--- src/rtl/cam_i2c_cfg_sequencer.sv ---
// Power-up camera register loader: walks a {reg_addr16, reg_data16} table and writes each
// pair to the sensor as one I2C burst through the i2c_opencores Avalon-MM slave.
module cam_i2c_cfg_sequencer #(
    parameter logic [6:0]  SLAVE_ADDR  = 7'h36,
    parameter logic [15:0] PRESCALE    = 16'd99,
    parameter int          NUM_ENTRIES = 64,
    parameter int          TBL_AW      = 8,
    parameter int          MAX_RETRY   = 2
) (
    input  logic              clk,
    input  logic              reset_n,
    input  logic              start,
    output logic              busy,
    output logic              done,
    output logic              error,
    output logic [TBL_AW-1:0] tbl_addr,
    input  logic [31:0]       tbl_data,
    output logic [2:0]        avm_address,
    output logic              avm_write,
    output logic              avm_read,
    output logic [7:0]        avm_writedata,
    input  logic [7:0]        avm_readdata,
    input  logic              avm_waitrequest
);
    localparam int                RW   = (MAX_RETRY < 1) ? 1 : $clog2(MAX_RETRY + 1);
    localparam logic [TBL_AW-1:0] LAST = TBL_AW'(NUM_ENTRIES - 1);
    localparam logic [RW-1:0]     RMAX = RW'(MAX_RETRY);

    typedef enum logic [3:0] {
        S_IDLE, S_INIT0, S_INIT1, S_INIT2, S_FETCH_W, S_FETCH_L, S_TXR, S_CR,
        S_POLL, S_POLL_GAP, S_STOP_CR, S_STOP_POLL, S_STOP_GAP, S_NEXT, S_FIN
    } state_e;

    state_e            state_q, state_d;
    logic [2:0]        k_q, k_d;
    logic [RW-1:0]     retry_q, retry_d;
    logic [TBL_AW-1:0] tbl_addr_q, tbl_addr_d;
    logic [31:0]       shadow_q, shadow_d;
    logic              error_q, error_d;
    logic [2:0]        avm_address_q, avm_address_d;
    logic [7:0]        avm_wdata_q, avm_wdata_d;
    logic              avm_write_q, avm_write_d;
    logic              avm_read_q, avm_read_d;

    logic xfer_done;
    logic sr_tip;
    logic sr_nack;
    logic unused_sr;

    assign xfer_done = (avm_write_q | avm_read_q) & ~avm_waitrequest;
    assign sr_tip    = avm_readdata[1];
    assign sr_nack   = avm_readdata[7];
    // Only TIP and RxACK of the status register steer the sequence.
    assign unused_sr = ^{avm_readdata[6:2], avm_readdata[0]};

    function automatic logic [7:0] tx_byte(input logic [2:0] k, input logic [31:0] sh);
        case (k)
            3'd0:    tx_byte = {SLAVE_ADDR, 1'b0};
            3'd1:    tx_byte = sh[31:24];
            3'd2:    tx_byte = sh[23:16];
            3'd3:    tx_byte = sh[15:8];
            default: tx_byte = sh[7:0];
        endcase
    endfunction

    function automatic logic [7:0] cr_byte(input logic [2:0] k);
        if (k == 3'd0)      cr_byte = 8'h90;
        else if (k == 3'd4) cr_byte = 8'h50;
        else                cr_byte = 8'h10;
    endfunction

    always_ff @(posedge clk or negedge reset_n) begin
        if (!reset_n) begin
            state_q       <= S_IDLE;
            k_q           <= '0;
            retry_q       <= '0;
            tbl_addr_q    <= '0;
            error_q       <= 1'b0;
            avm_address_q <= '0;
            avm_wdata_q   <= '0;
            avm_write_q   <= 1'b0;
            avm_read_q    <= 1'b0;
        end else begin
            state_q       <= state_d;
            k_q           <= k_d;
            retry_q       <= retry_d;
            tbl_addr_q    <= tbl_addr_d;
            error_q       <= error_d;
            avm_address_q <= avm_address_d;
            avm_wdata_q   <= avm_wdata_d;
            avm_write_q   <= avm_write_d;
            avm_read_q    <= avm_read_d;
        end
    end

    always_ff @(posedge clk) begin
        shadow_q <= shadow_d;
    end

    always_comb begin
        state_d    = state_q;
        k_d        = k_q;
        retry_d    = retry_q;
        tbl_addr_d = tbl_addr_q;
        shadow_d   = shadow_q;
        error_d    = error_q;
        case (state_q)
            S_IDLE: if (start) begin
                state_d = S_INIT0;
                error_d = 1'b0;
                retry_d = '0;
                k_d     = '0;
            end
            S_INIT0: if (xfer_done) state_d = S_INIT1;
            S_INIT1: if (xfer_done) state_d = S_INIT2;
            S_INIT2: if (xfer_done) begin
                tbl_addr_d = '0;
                state_d    = S_FETCH_W;
            end
            // Table ROM is registered: data for a new address arrives one cycle later.
            S_FETCH_W: state_d = S_FETCH_L;
            S_FETCH_L: begin
                shadow_d = tbl_data;
                k_d      = '0;
                state_d  = S_TXR;
            end
            S_TXR: if (xfer_done) state_d = S_CR;
            S_CR:  if (xfer_done) state_d = S_POLL;
            S_POLL: if (xfer_done) begin
                if (sr_tip)           state_d = S_POLL_GAP;
                else if (sr_nack)     state_d = S_STOP_CR;
                else if (k_q == 3'd4) state_d = S_NEXT;
                else begin
                    k_d     = k_q + 3'd1;
                    state_d = S_TXR;
                end
            end
            S_POLL_GAP: state_d = S_POLL;
            S_STOP_CR:  if (xfer_done) state_d = S_STOP_POLL;
            S_STOP_POLL: if (xfer_done) begin
                if (sr_tip) state_d = S_STOP_GAP;
                else if (retry_q < RMAX) begin
                    retry_d = retry_q + 1'b1;
                    k_d     = '0;
                    state_d = S_TXR;
                end else begin
                    error_d = 1'b1;
                    state_d = S_FIN;
                end
            end
            S_STOP_GAP: state_d = S_STOP_POLL;
            S_NEXT: begin
                retry_d = '0;
                if (tbl_addr_q == LAST) state_d = S_FIN;
                else begin
                    tbl_addr_d = tbl_addr_q + 1'b1;
                    state_d    = S_FETCH_W;
                end
            end
            S_FIN:   state_d = S_IDLE;
            default: state_d = S_IDLE;
        endcase
    end

    // Bus request for the state being entered is registered so strobes hold through stalls.
    always_comb begin
        busy          = (state_q != S_IDLE) && (state_q != S_FIN);
        done          = (state_q == S_FIN);
        avm_address_d = avm_address_q;
        avm_wdata_d   = avm_wdata_q;
        avm_write_d   = 1'b0;
        avm_read_d    = 1'b0;
        case (state_d)
            S_INIT0: begin
                avm_write_d = 1'b1; avm_address_d = 3'd0; avm_wdata_d = PRESCALE[7:0];
            end
            S_INIT1: begin
                avm_write_d = 1'b1; avm_address_d = 3'd1; avm_wdata_d = PRESCALE[15:8];
            end
            S_INIT2: begin
                avm_write_d = 1'b1; avm_address_d = 3'd2; avm_wdata_d = 8'h80;
            end
            S_TXR: begin
                avm_write_d = 1'b1; avm_address_d = 3'd3; avm_wdata_d = tx_byte(k_d, shadow_d);
            end
            S_CR: begin
                avm_write_d = 1'b1; avm_address_d = 3'd4; avm_wdata_d = cr_byte(k_d);
            end
            S_STOP_CR: begin
                avm_write_d = 1'b1; avm_address_d = 3'd4; avm_wdata_d = 8'h40;
            end
            S_POLL, S_STOP_POLL: begin
                avm_read_d = 1'b1; avm_address_d = 3'd4;
            end
            default: ;
        endcase
    end

    assign error         = error_q;
    assign tbl_addr      = tbl_addr_q;
    assign avm_address   = avm_address_q;
    assign avm_writedata = avm_wdata_q;
    assign avm_write     = avm_write_q;
    assign avm_read      = avm_read_q;

endmodule

--- config.mk ---
export PLATFORM = sky130hd
export DESIGN_NAME = cam_i2c_cfg_sequencer
export DESIGN_NICKNAME = d
export VERILOG_FILES = /design/src/rtl/cam_i2c_cfg_sequencer.sv
export SDC_FILE = /design/constraint.sdc
export NUM_CORES = 1
export LEC_CHECK = 0
export BUFFER_PORTS_ARGS = -buffer_cell sky130_fd_sc_hd__buf_2
export CAP_MARGIN = 20
export CORE_ASPECT_RATIO = 0.9
export CORE_MARGIN = 2
export CORE_UTILIZATION = 28
export DETAILED_ROUTE_END_ITERATION = 16
export GPL_TIMING_DRIVEN = 0
export PLACE_DENSITY = 0.56
export RECOVER_POWER = 50
export SLEW_MARGIN = 25
export SYNTH_ARGS = -nofsm -noshare
export SYNTH_HDL_FRONTEND = slang
export SYNTH_SLANG_ARGS = --single-unit
--- constraint.sdc ---
create_clock -name clk -period 3 [get_ports clk]
set_input_delay 0.6 -clock clk [delete_from_list [all_inputs] [get_ports clk]]
set_output_delay 0.6 -clock clk [all_outputs]
set_load 0.02 [all_outputs]
==> results of run 1 <==
[cells in the final DEF, fill, tap and decap left out, drive strengths merged, types with 7 or more instances in the layout]
| cell | Yosys | layout |
|---|---|---|
| a21oi | 10 | 10 |
| o21ai | 10 | 10 |
| clkbuf | 5 | 40 |
| dfxtp | 32 | 32 |
| nand2 | 19 | 19 |
| o211ai | 7 | 7 |
| inv | 10 | 12 |
| nand3 | 13 | 13 |
| dfrtp | 31 | 31 |
| nand4 | 8 | 8 |
| nor2 | 21 | 21 |
| mux2 | 37 | 37 |
| buf | 11 | 47 |
| nand2b | 7 | 7 |
[kinds of logic (layout without fill, tap and decap cells)]
kind of cell | Yosys count | count (layout)
AO/OA/AOI/OAI | 64 | 64
AND/OR/NAND/NOR | 102 | 102
XOR/XNOR | 6 | 6
adder cells (fa/ha/maj) | 3 | 3
buffers and inverters | 26 | 102
flip-flops | 63 | 63
multiplexers | 42 | 42
[through the flow]
step                      setup WS (ns)  cells  total power, mW
final                             0.204    534             4.61
after global routing             0.0211    534             4.92
after CTS                         0.231    534             4.65
after detailed placement         -0.369    518             3.59
after global placement           -0.356    518             3.54
after floorplan                   0.534    306             2.99
[cell type report]
| cell class | count | area [µm²] | share of cell area (%) |
|---|---|---|---|
| multi-input combinational | 217 | 1630 | 41.5 |
| tap | 152 | 190 | 4.84 |
| clock buffer | 11 | 264 | 6.72 |
| buffer | 16 | 78.8 | 2.01 |
| sequential | 63 | 1420 | 36.0 |
| clock inverter | 5 | 37.5 | 0.955 |
| timing repair buffer | 60 | 272 | 6.91 |
| inverter | 10 | 40.0 | 1.02 |
[registers in the layout (all words and copies together), names as in the netlist, 2 cells and up]
register and flops:
avm_address 3, avm_writedata 8, k_q 3, retry_q 2, shadow_q 32, state_q 4, tbl_addr 8
[power by group through the flow]
| stage | logic, mW | registers (mW) | clock network, mW |
|---|---|---|---|
| after floorplan | 1.43 | 1.56 | 0 |
| after global placement | 2.11 | 1.43 | 0 |
| after detailed placement | 2.14 | 1.45 | 0 |
| after CTS | 2.16 | 1.44 | 1.05 |
| after global routing | 2.36 | 1.48 | 1.09 |
| final | 2.14 | 1.44 | 1.03 |
[routing by layer]
layer | vias up | part of all wire, %
met2 | 68 | 47
met3 | 6 | 4.7
met4 | 0 | 0.93
li1 | 1288 | -
met1 | 1306 | 48
met5 | - | 0
[worst min path at each step]
stage                      to  slack, ns  cells after the start    startpoint
2_1_floorplan  avm_address[0]       0.30                      0       reset_n
3_3_place_gp      shadow_q[9]       0.46                      1   shadow_q[9]
3_5_place_dp     shadow_q[20]       0.46                      1  shadow_q[20]
4_1_cts           tbl_addr[5]       0.36                      1       reset_n
5_1_grt          shadow_q[20]       0.48                      1  shadow_q[20]
6_report          shadow_q[9]       0.47                      1   shadow_q[9]
[repair_timing]
| item | CTS | global route |
|---|---|---|
| pin swaps | 0 | 0 |
| cloned | 0 | 0 |
| hold buffers | 0 | 0 |
| endpoints found under the setup margin | 1 | 1 |
| resized for setup | 1 | 2 |
[worst register-to-register path, cell delays in order (launching register included)]
cell and delay, ns:
dfrtp_1 0.37, buf_2 0.18, or4b_1 0.62, a41oi_1 0.26
o31a_1 0.20, nor2_4 0.08, inv_4 0.15, mux2_2 0.36
a221oi_1 0.30, o21ai_1 0.11
==> run metrics, run 1 <==
Placed Area=3640 µm²; cell taking the most area after synthesis=dfrtp_1; CP startpoint kind=input port; largest family of logic cells by synthesized area=simple AND/OR/NAND/NOR gates; FMAX=0.358 GHz; Tcrit/Tclk final=93.2%; VDD IR-drop max=0.000413 V; grt total ovfl=0; Initial Util=28.9%; Util after Layout=36.1%; CTS Buffer Depth=2; fill cell count=1146; met2 Resource Use GR=21.8%; clock-pin transition on the worst setup and hold timing paths=0.06 ns; hold crit path type=register to register; die height=105 µm; CTS tree=yes; dpl hpwl=6.22 mm; vias in the first global route=2644; Rows=36; CP Data Required Time=3.26 ns; CP max-delay cell=o32ai_2; Pint=2.74 mW; violated checks=capacitance limit, slew limit; max_cap viols=1; Gate power share=46.5%; Avg Vias per Cell=5.00; antenna diode count=0; net count after synthesis=353; Most Crowded Layer GR=met2; minimum clock period=2.80 ns; vias=2668; compound-gate portion of the synthesized area=15.1%; sw power=1.87 mW; Critical R2R Capture=avm_writedata[4]; post-route cell area=3930 µm²; largest net degree at the start of global routing=32; Mapped Area=3150 µm²; Final Skew=0.00418 ns; 1st-pass router iterations=7; post-synthesis mux area share=15.0%; GR Util met1=20.1%; Synth top area share=24.7%; Reg power frac=31.2%; Post-synth top cells=mux2_2 (36), dfxtp_1 (32), dfrtp_1 (31), nor2_1 (20), nand2_1 (19); outcome=finished with violations; Final ANT Viol Nets=0; power share of the clock group=22.3%; Synth area leaders=dfrtp_1 (25%), dfxtp_1 (20%), mux2_2 (13%); reg2reg path depth=9; final estimated routing congestion in global placement=0.852; Post-synth EDFFs=0; M3 GR Usage=3.36%; clk_lat worst skew=0.32 ns; Synth Area in Simple Gates=18.3%; Worst-Margin Slew=1.76 ns; Seq/Total Area, Yosys=45.0%; Setup-failing EPs final=0; Num CTS Buffers=9; pins over their slew limit=32; global-route wire length before repair=13.6 mm; most common cell in the synthesized netlist=mux2_2; slowest stage delay, CP=0.60 ns; R2R Setup Slk=0.24 ns; hold_ws=0.472 ns; Die Area=12100 µm²; Pwr Density=1170 nW/µm²; core region area=10900 µm²; RR Startpoint=state_q[2]; CP Depth=9; proportion of layout cells with a drive suffix above 1=30.1%; CTS Root Cell=clkbuf_16; end of the critical path=avm_writedata[6]; kind of cell adding the most delay to the critical path=compound AO/OA/AOI/OAI gates; Layout area overhead=24.9%; crit-path cells=buf_2, o21bai_1, buf_2, o21ai_0, a21oi_1, o32ai_2, nand4_1, a211oi_1, o32a_1; Die W=116 µm; Slew headroom=-17.4%; crit path DAT=3.06 ns; endpoint type of the worst setup path=register; Post-Syn Area per Cell=10.3 µm²; Ports=68; 1st-iter DRT viols=130; Setup crit start=avm_waitrequest; # Post-CTS Setup Buffers=0; setup TNS=0 ns; synthesized flop and latch total=63; initial antenna violation count=0; clk sink count=63; ys async rst share=49.2%; Leak=1.60 nW; Post-Synth Adder-Cell Area=1.19%; Cells after Synth=306; Nets=424; final hold violations=0; crit path buf inv count=2; RSZ-0062 raised after global routing=no; worst-path fanout max=10; IO buf count=60; Crit Path Category=input port to register; drt total wl=8.42 mm; top_reg_cell synth=dfxtp_1; DR WL/cell=15.8 µm; XOR/XNOR share of the synthesized area=1.67%; Synth Warn #=0; gr usage total=14.3%; H-tree levels=3; distinct cell type count after synthesis=61; CP most frequent cell=buf_2; DRC violations left=0; Sw Ratio=40.5%
Power figures use the tool's default switching activity.
==> run 2, diff against run 1 <==
- PLACE_DENSITY: 0.56 -> default
- PLACE_DENSITY_LB_ADDON: default -> 0.08
==> run 2 against run 1 <==
  * The run still ends with capacitance limit, slew limit left
  * Largest cell class unchanged
  * Fmax fell by 0.51%
  * Combinational power barely moved
  * Critical path depth did not move
  * Hold slack got worse by 0.0019 ns
  * Global-route usage rose by 0.64 points
  * Die area did not move
  * Non-clock buffer count did not move
  * Total power rose by 1.3%
==> run metrics, run 2 (synthesized netlist as in run 1, its figures left out) <==
outcome=finished with violations; violated checks=capacitance limit, slew limit; endpoint type of the worst setup path=register; Final Skew=0.00603 ns (+0.00184 ns); Worst-Margin Slew=1.74 ns (-0.0167 ns); setup TNS=0 ns (unchanged); crit path buf inv count=2 (unchanged); Min-Delay Path Depth=1 (unchanged); 1st-pass router iterations=4 (-3); vias=2671 (+0.11%); max reg flops=32 (unchanged); most frequent cells in the layout=buf_2 (46), mux2_2 (36), dfxtp_1 (32); drt total wl=8.55 mm (+1.5%); clock-pin transition on the worst setup and hold timing paths=0.06 ns (about the same); IO buf count=60 (unchanged); final setup margin=0.189 ns (-0.0145 ns); Setup crit start=avm_waitrequest; Rows=36 (unchanged); Avg Vias per Cell=5.00 (+0.11%); crit path DAT=3.08 ns (+0.02 ns); worst-path fanout max=10 (unchanged); fill cell count=1177 (+2.7%); FMAX=0.356 GHz (-0.51%); DR WL/cell=16.0 µm (+1.5%); grt total ovfl=0 (unchanged); CTS Root Cell=clkbuf_16; Biggest register=shadow_q; Place WS=-0.489 ns (-0.120 ns); Nets=424 (unchanged); die height=105 µm (unchanged); max_cap viols=1 (unchanged); core region area=10900 µm² (unchanged); CP Depth=9 (unchanged); final estimated routing congestion in global placement=0.832 (-2.3%); Num CTS Buffers=9 (unchanged); Layout area overhead=25.7%; area of the multi-input gates=1640 µm² (+0.38%); RR Startpoint=avm_read; Reg power frac=30.8% (-0.4 points); clk_lat worst skew=0.33 ns (about the same); sw power=1.87 mW (+0.42%); hold crit path type=register to register; Leak=1.61 nW (+0.66%); H-tree levels=3 (unchanged); global-route wire length before repair=14.0 mm (+2.5%); slowest stage delay, CP=0.59 ns (about the same); crit-path cells=buf_2, o21bai_1, buf_2, o21ai_0, a21oi_1, o32ai_2, nand4_1, a211oi_1, o32a_1; reg2reg path depth=8 (-1); Die W=116 µm (unchanged); initial antenna violation count=0 (unchanged); 1st-iter DRT viols=137 (+5.4%); kind of cell adding the most delay to the critical path=compound AO/OA/AOI/OAI gates; total power=4.67 mW (+1.3%); dpl hpwl=6.34 mm (+1.9%); largest net degree at the start of global routing=32 (unchanged); CP most frequent cell=buf_2; Pint=2.79 mW (+1.9%); Reg area=1420 µm² (unchanged); CP max-delay cell=o32ai_2; Initial Util=28.9% (unchanged); vias in the first global route=2612 (-1.2%); minimum clock period=2.81 ns (+0.0145 ns); Sw Ratio=40.2% (-0.35 points); final hold violations=0 (unchanged); power share of the clock group=23.2% (+0.9 points); most common cell after layout, fill and taps aside=buf_2; Pwr Density=1180 nW/µm² (+0.67%); clk sink count=63 (unchanged); Ports=68 (unchanged); antenna diode count=0 (unchanged); Tcrit/Tclk final=93.7% (+0.48 points); CTS Buffer Depth=2 (unchanged); gr usage total=14.9% (+0.64 points); Util after Layout=36.3% (+0.23 points); CP Data Required Time=3.27 ns (about the same); Final ANT Viol Nets=0 (unchanged); CP startpoint kind=input port; pins over their slew limit=32 (unchanged); Slew headroom=-16.3% (+1.1 points); VDD IR-drop max=0.000494 V (+19%); Die Area=12100 µm² (unchanged); Worst Hold Launch=shadow_q[12]; CTS tree=yes; proportion of layout cells with a drive suffix above 1=30.4% (+0.26 points); Setup-failing EPs final=0 (unchanged); hold buffer count at CTS=0 (unchanged); Gate power share=46.0% (-0.5 points); Crit Path Category=input port to register; DRC violations left=0 (unchanged)
## run 2: changes by cell type in the layout (fill, tap and decap cells not counted)
cell	before	now
clkinv_4	2	1
inv_4	3	2
o21ai_1	1	2
clkbuf_16	10	11
or4b_1	1	0
nor4_1	4	3
o21ai_2	1	0
or4b_4	0	1
inv_6	0	1
nor4_2	1	2
## run 2: routing by layer
metal / share of wire [%] / vias to the layer above / GRT usage, %
met3: 4.6 / 8 / 3.83
met1: 50 / 1306 / 22.0
met5: 0 / - / 0
met4: 1.3 / 0 / 5.02
met2: 44 / 66 / 21.0
li1: - / 1291 / -
## run 2: final timing paths
| kind | to | slack (ns) |
|---|---|---|
| hold / removal | shadow_q[12] | 0.47 |
| max in group asynchronous | state_q[2] | 1.26 |
| min in group asynchronous | tbl_addr[3] | 0.73 |
| setup reg to reg | avm_writedata[6] | 0.20 |
| setup / recovery | avm_writedata[6] | 0.19 |
| hold reg to reg | shadow_q[12] | 0.47 |
## run 2: through the flow
stage	hold slack [ns]	instances	instance area [µm²]
6_report	0.470	534	3960
4_1_cts	0.361	534	3970
2_1_floorplan	0.304	306	3150
3_3_place_gp	0.455	518	3640
5_1_grt	0.490	534	3960
3_5_place_dp	0.458	518	3640
## run 2: power by group through the flow
stage               clock (mW)  sequential [mW]  combinational [mW]
floorplan                    0             1.56                1.43
global placement             0             1.44                2.16
detailed placement           0             1.45                2.17
CTS                       1.11             1.44                2.18
global route              1.16             1.49                2.39
finish                    1.08             1.44                2.15
## run 2: area by class of cell
| cell class | instances | share of cell area (%) |
|---|---|---|
| clock inverters | 4 | 0.791 |
| repair buffers | 60 | 6.86 |
| flip-flops and latches | 63 | 35.8 |
| clock buffers | 12 | 7.31 |
| well taps | 152 | 4.81 |
| plain buffers | 16 | 1.99 |
| inverters | 10 | 1.01 |
| multi-input cells | 217 | 41.4 |
## run 2: repair_timing
| action | CTS | global route |
|---|---|---|
| gates cloned | 0 | 0 |
| endpoints found under the hold margin | 0 | 0 |
| setup endpoints to repair | 4 | 3 |
| buffers inserted | 0 | 0 |
| gates resized for setup | 1 | 3 |
==> run 3, diff against run 2 <==
- GPL_TIMING_DRIVEN: 0 -> default
- PLACE_DENSITY_LB_ADDON: 0.08 -> default
==> run 3 against run 2 <==
  * The flow still finishes with violations (capacitance limit, slew limit)
  * Die area stayed put
  * Highest routed layer unchanged
  * Sequential cell count stayed put
  * First-iteration DRC count is 31% higher
  * Register-to-register slack better by 0.06 ns
  * Largest power group unchanged
  * Clock skew hardly changed
==> run metrics, run 3 (synthesized netlist as in run 1, its figures left out) <==
core region area=10900 µm² (unchanged); CP Data Required Time=3.21 ns (-0.06 ns); total power=4.56 mW (-2.4%); FMAX=0.364 GHz (+2.4%); Hold EP=shadow_q[9]; Pwr Density=1150 nW/µm² (-2.3%); clk sink count=63 (unchanged); max reg flops=32 (unchanged); antenna diode count=0 (unchanged); Rows=36 (unchanged); reg2reg path depth=8 (unchanged); most common cell after layout, fill and taps aside=buf_2; # Post-CTS Setup Buffers=0 (unchanged); hold crit path type=register to register; final estimated routing congestion in global placement=0.840 (+0.99%); Ports=68 (unchanged); grt total ovfl=0 (unchanged); clock-pin transition on the worst setup and hold timing paths=0.06 ns (about the same); CTS Buffer Depth=2 (unchanged); gr usage total=14.1% (-0.83 points); RR Startpoint=state_q[3]; crit path DAT=2.96 ns (-0.12 ns); Slew headroom=-21.1% (-4.8 points); outcome=finished with violations; endpoint type of the worst setup path=register; violated checks=capacitance limit, slew limit; Die Area=12100 µm² (unchanged); Worst Hold Launch=shadow_q[9]; Tcrit/Tclk final=91.5% (-2.2 points); Final ANT Viol Nets=0 (unchanged); clk_lat worst skew=0.33 ns (about the same); Leak=1.62 nW (+0.70%); global-route wire length before repair=13.5 mm (-3.1%); die height=105 µm (unchanged); initial antenna violation count=0 (unchanged); Setup-failing EPs final=0 (unchanged); final hold violations=0 (unchanged); Reg area=1420 µm² (unchanged); worst-path fanout max=13 (+3); drt total wl=8.11 mm (-5.0%); 1st-pass router iterations=4 (unchanged); dpl hpwl=6.02 mm (-4.9%); Placed Area=3710 µm² (+1.9%); hold buffer count at CTS=0 (unchanged); IO buf count=61 (+1.7%); Avg Vias per Cell=4.98 (-0.52%); H-tree levels=3 (unchanged); post_cts resized=0 (-1); Worst-Margin Slew=1.82 ns (+0.0720 ns); area of the multi-input gates=1630 µm² (-0.76%); pins over their slew limit=32 (unchanged); Layout area overhead=25.6% (about the same); CTS tree=yes; Die W=116 µm (unchanged); vias=2672 (+0.037%); CP startpoint kind=register; Crit Path Category=register to register; Final Skew=0.00620 ns (+0.000174 ns); Initial Util=28.9% (unchanged); Critical R2R Capture=avm_writedata[6]; Util after Layout=36.3% (about the same); Min-Delay Path Depth=1 (unchanged); vias in the first global route=2698 (+3.3%); minimum clock period=2.74 ns (-0.0668 ns); max_cap viols=1 (unchanged); RSZ-0062 raised after global routing=no; setup TNS=0 ns (unchanged); CTS Root Cell=clkbuf_16; R2R Setup Slk=0.26 ns (+0.06 ns); post-route cell area=3950 µm² (about the same); 1st-iter DRT viols=179 (+31%); DRC violations left=0 (unchanged); fill cell count=1129 (-4.1%); largest net degree at the start of global routing=33 (+3.1%); VDD IR-drop max=0.000345 V (-30%); most frequent cells in the layout=buf_2 (38), mux2_2 (36), dfxtp_1 (32); Nets=427 (+0.71%); Num CTS Buffers=9 (unchanged); DR WL/cell=15.1 µm (-5.6%); Biggest register=shadow_q; proportion of layout cells with a drive suffix above 1=31.2% (+0.80 points)
==> run 3: area by class of cell <==
type | count | share of cell area [%]
clock buffers | 9 | 5.70
multi-input cells | 217 | 41.1
inverters | 10 | 1.01
well taps | 152 | 4.81
repair buffers | 79 | 10.3
flip-flops and latches | 63 | 35.8
clock inverters | 7 | 1.23
==> run 3: per-layer routing <==
metal  vias up  routed length (µm)  share of wire [%]  GRT usage (%)
met3        13                 500                6.2           3.42
li1       1294                   -                  -              -
met5         -                   0                  0              0
met4         0                 146                1.8           5.95
met1      1290                3770                 46           19.4
met2        75                3700                 46           21.1
==> run 3: report_power, final <==
group	total [mW]	internal (mW)	leakage, nW	switching (mW)
Combinational	2.13	0.908	0.826	1.22
Clock	0.956	0.558	0.132	0.398
Sequential	1.47	1.25	0.667	0.225
==> run 3: critical path, cell delays in order (launching register included) <==
cell	delay, ns
dfrtp_1	0.62
or4b_1	0.60
nor2_1	0.20
a32o_1	0.21
a21oi_1	0.06
buf_4	0.17
o21ai_1	0.34
nand2_1	0.22
o32a_1	0.22
==> run 3: worst max-delay path by stage <==
stage,start,end,depth (start not counted),slack (ns)
after CTS,state_q[3],avm_writedata[4],8,0.26
after detailed placement,avm_waitrequest,avm_writedata[6],9,0.16
after global placement,avm_waitrequest,avm_writedata[6],9,0.24
final,state_q[3],avm_writedata[6],8,0.26
after global routing,state_q[0],avm_writedata[4],9,0.1
after floorplan,avm_waitrequest,avm_writedata[6],8,0.53
==> run 3: per-stage QoR <==
| step | hold WS, ns | std cells | worst slack (ns) |
|---|---|---|---|
| finish | 0.471 | 537 | 0.256 |
| global route | 0.487 | 537 | 0.0954 |
| CTS | 0.360 | 537 | 0.264 |
| detailed placement | 0.458 | 521 | 0.163 |
| global placement | 0.455 | 521 | 0.237 |
| floorplan | 0.304 | 306 | 0.534 |
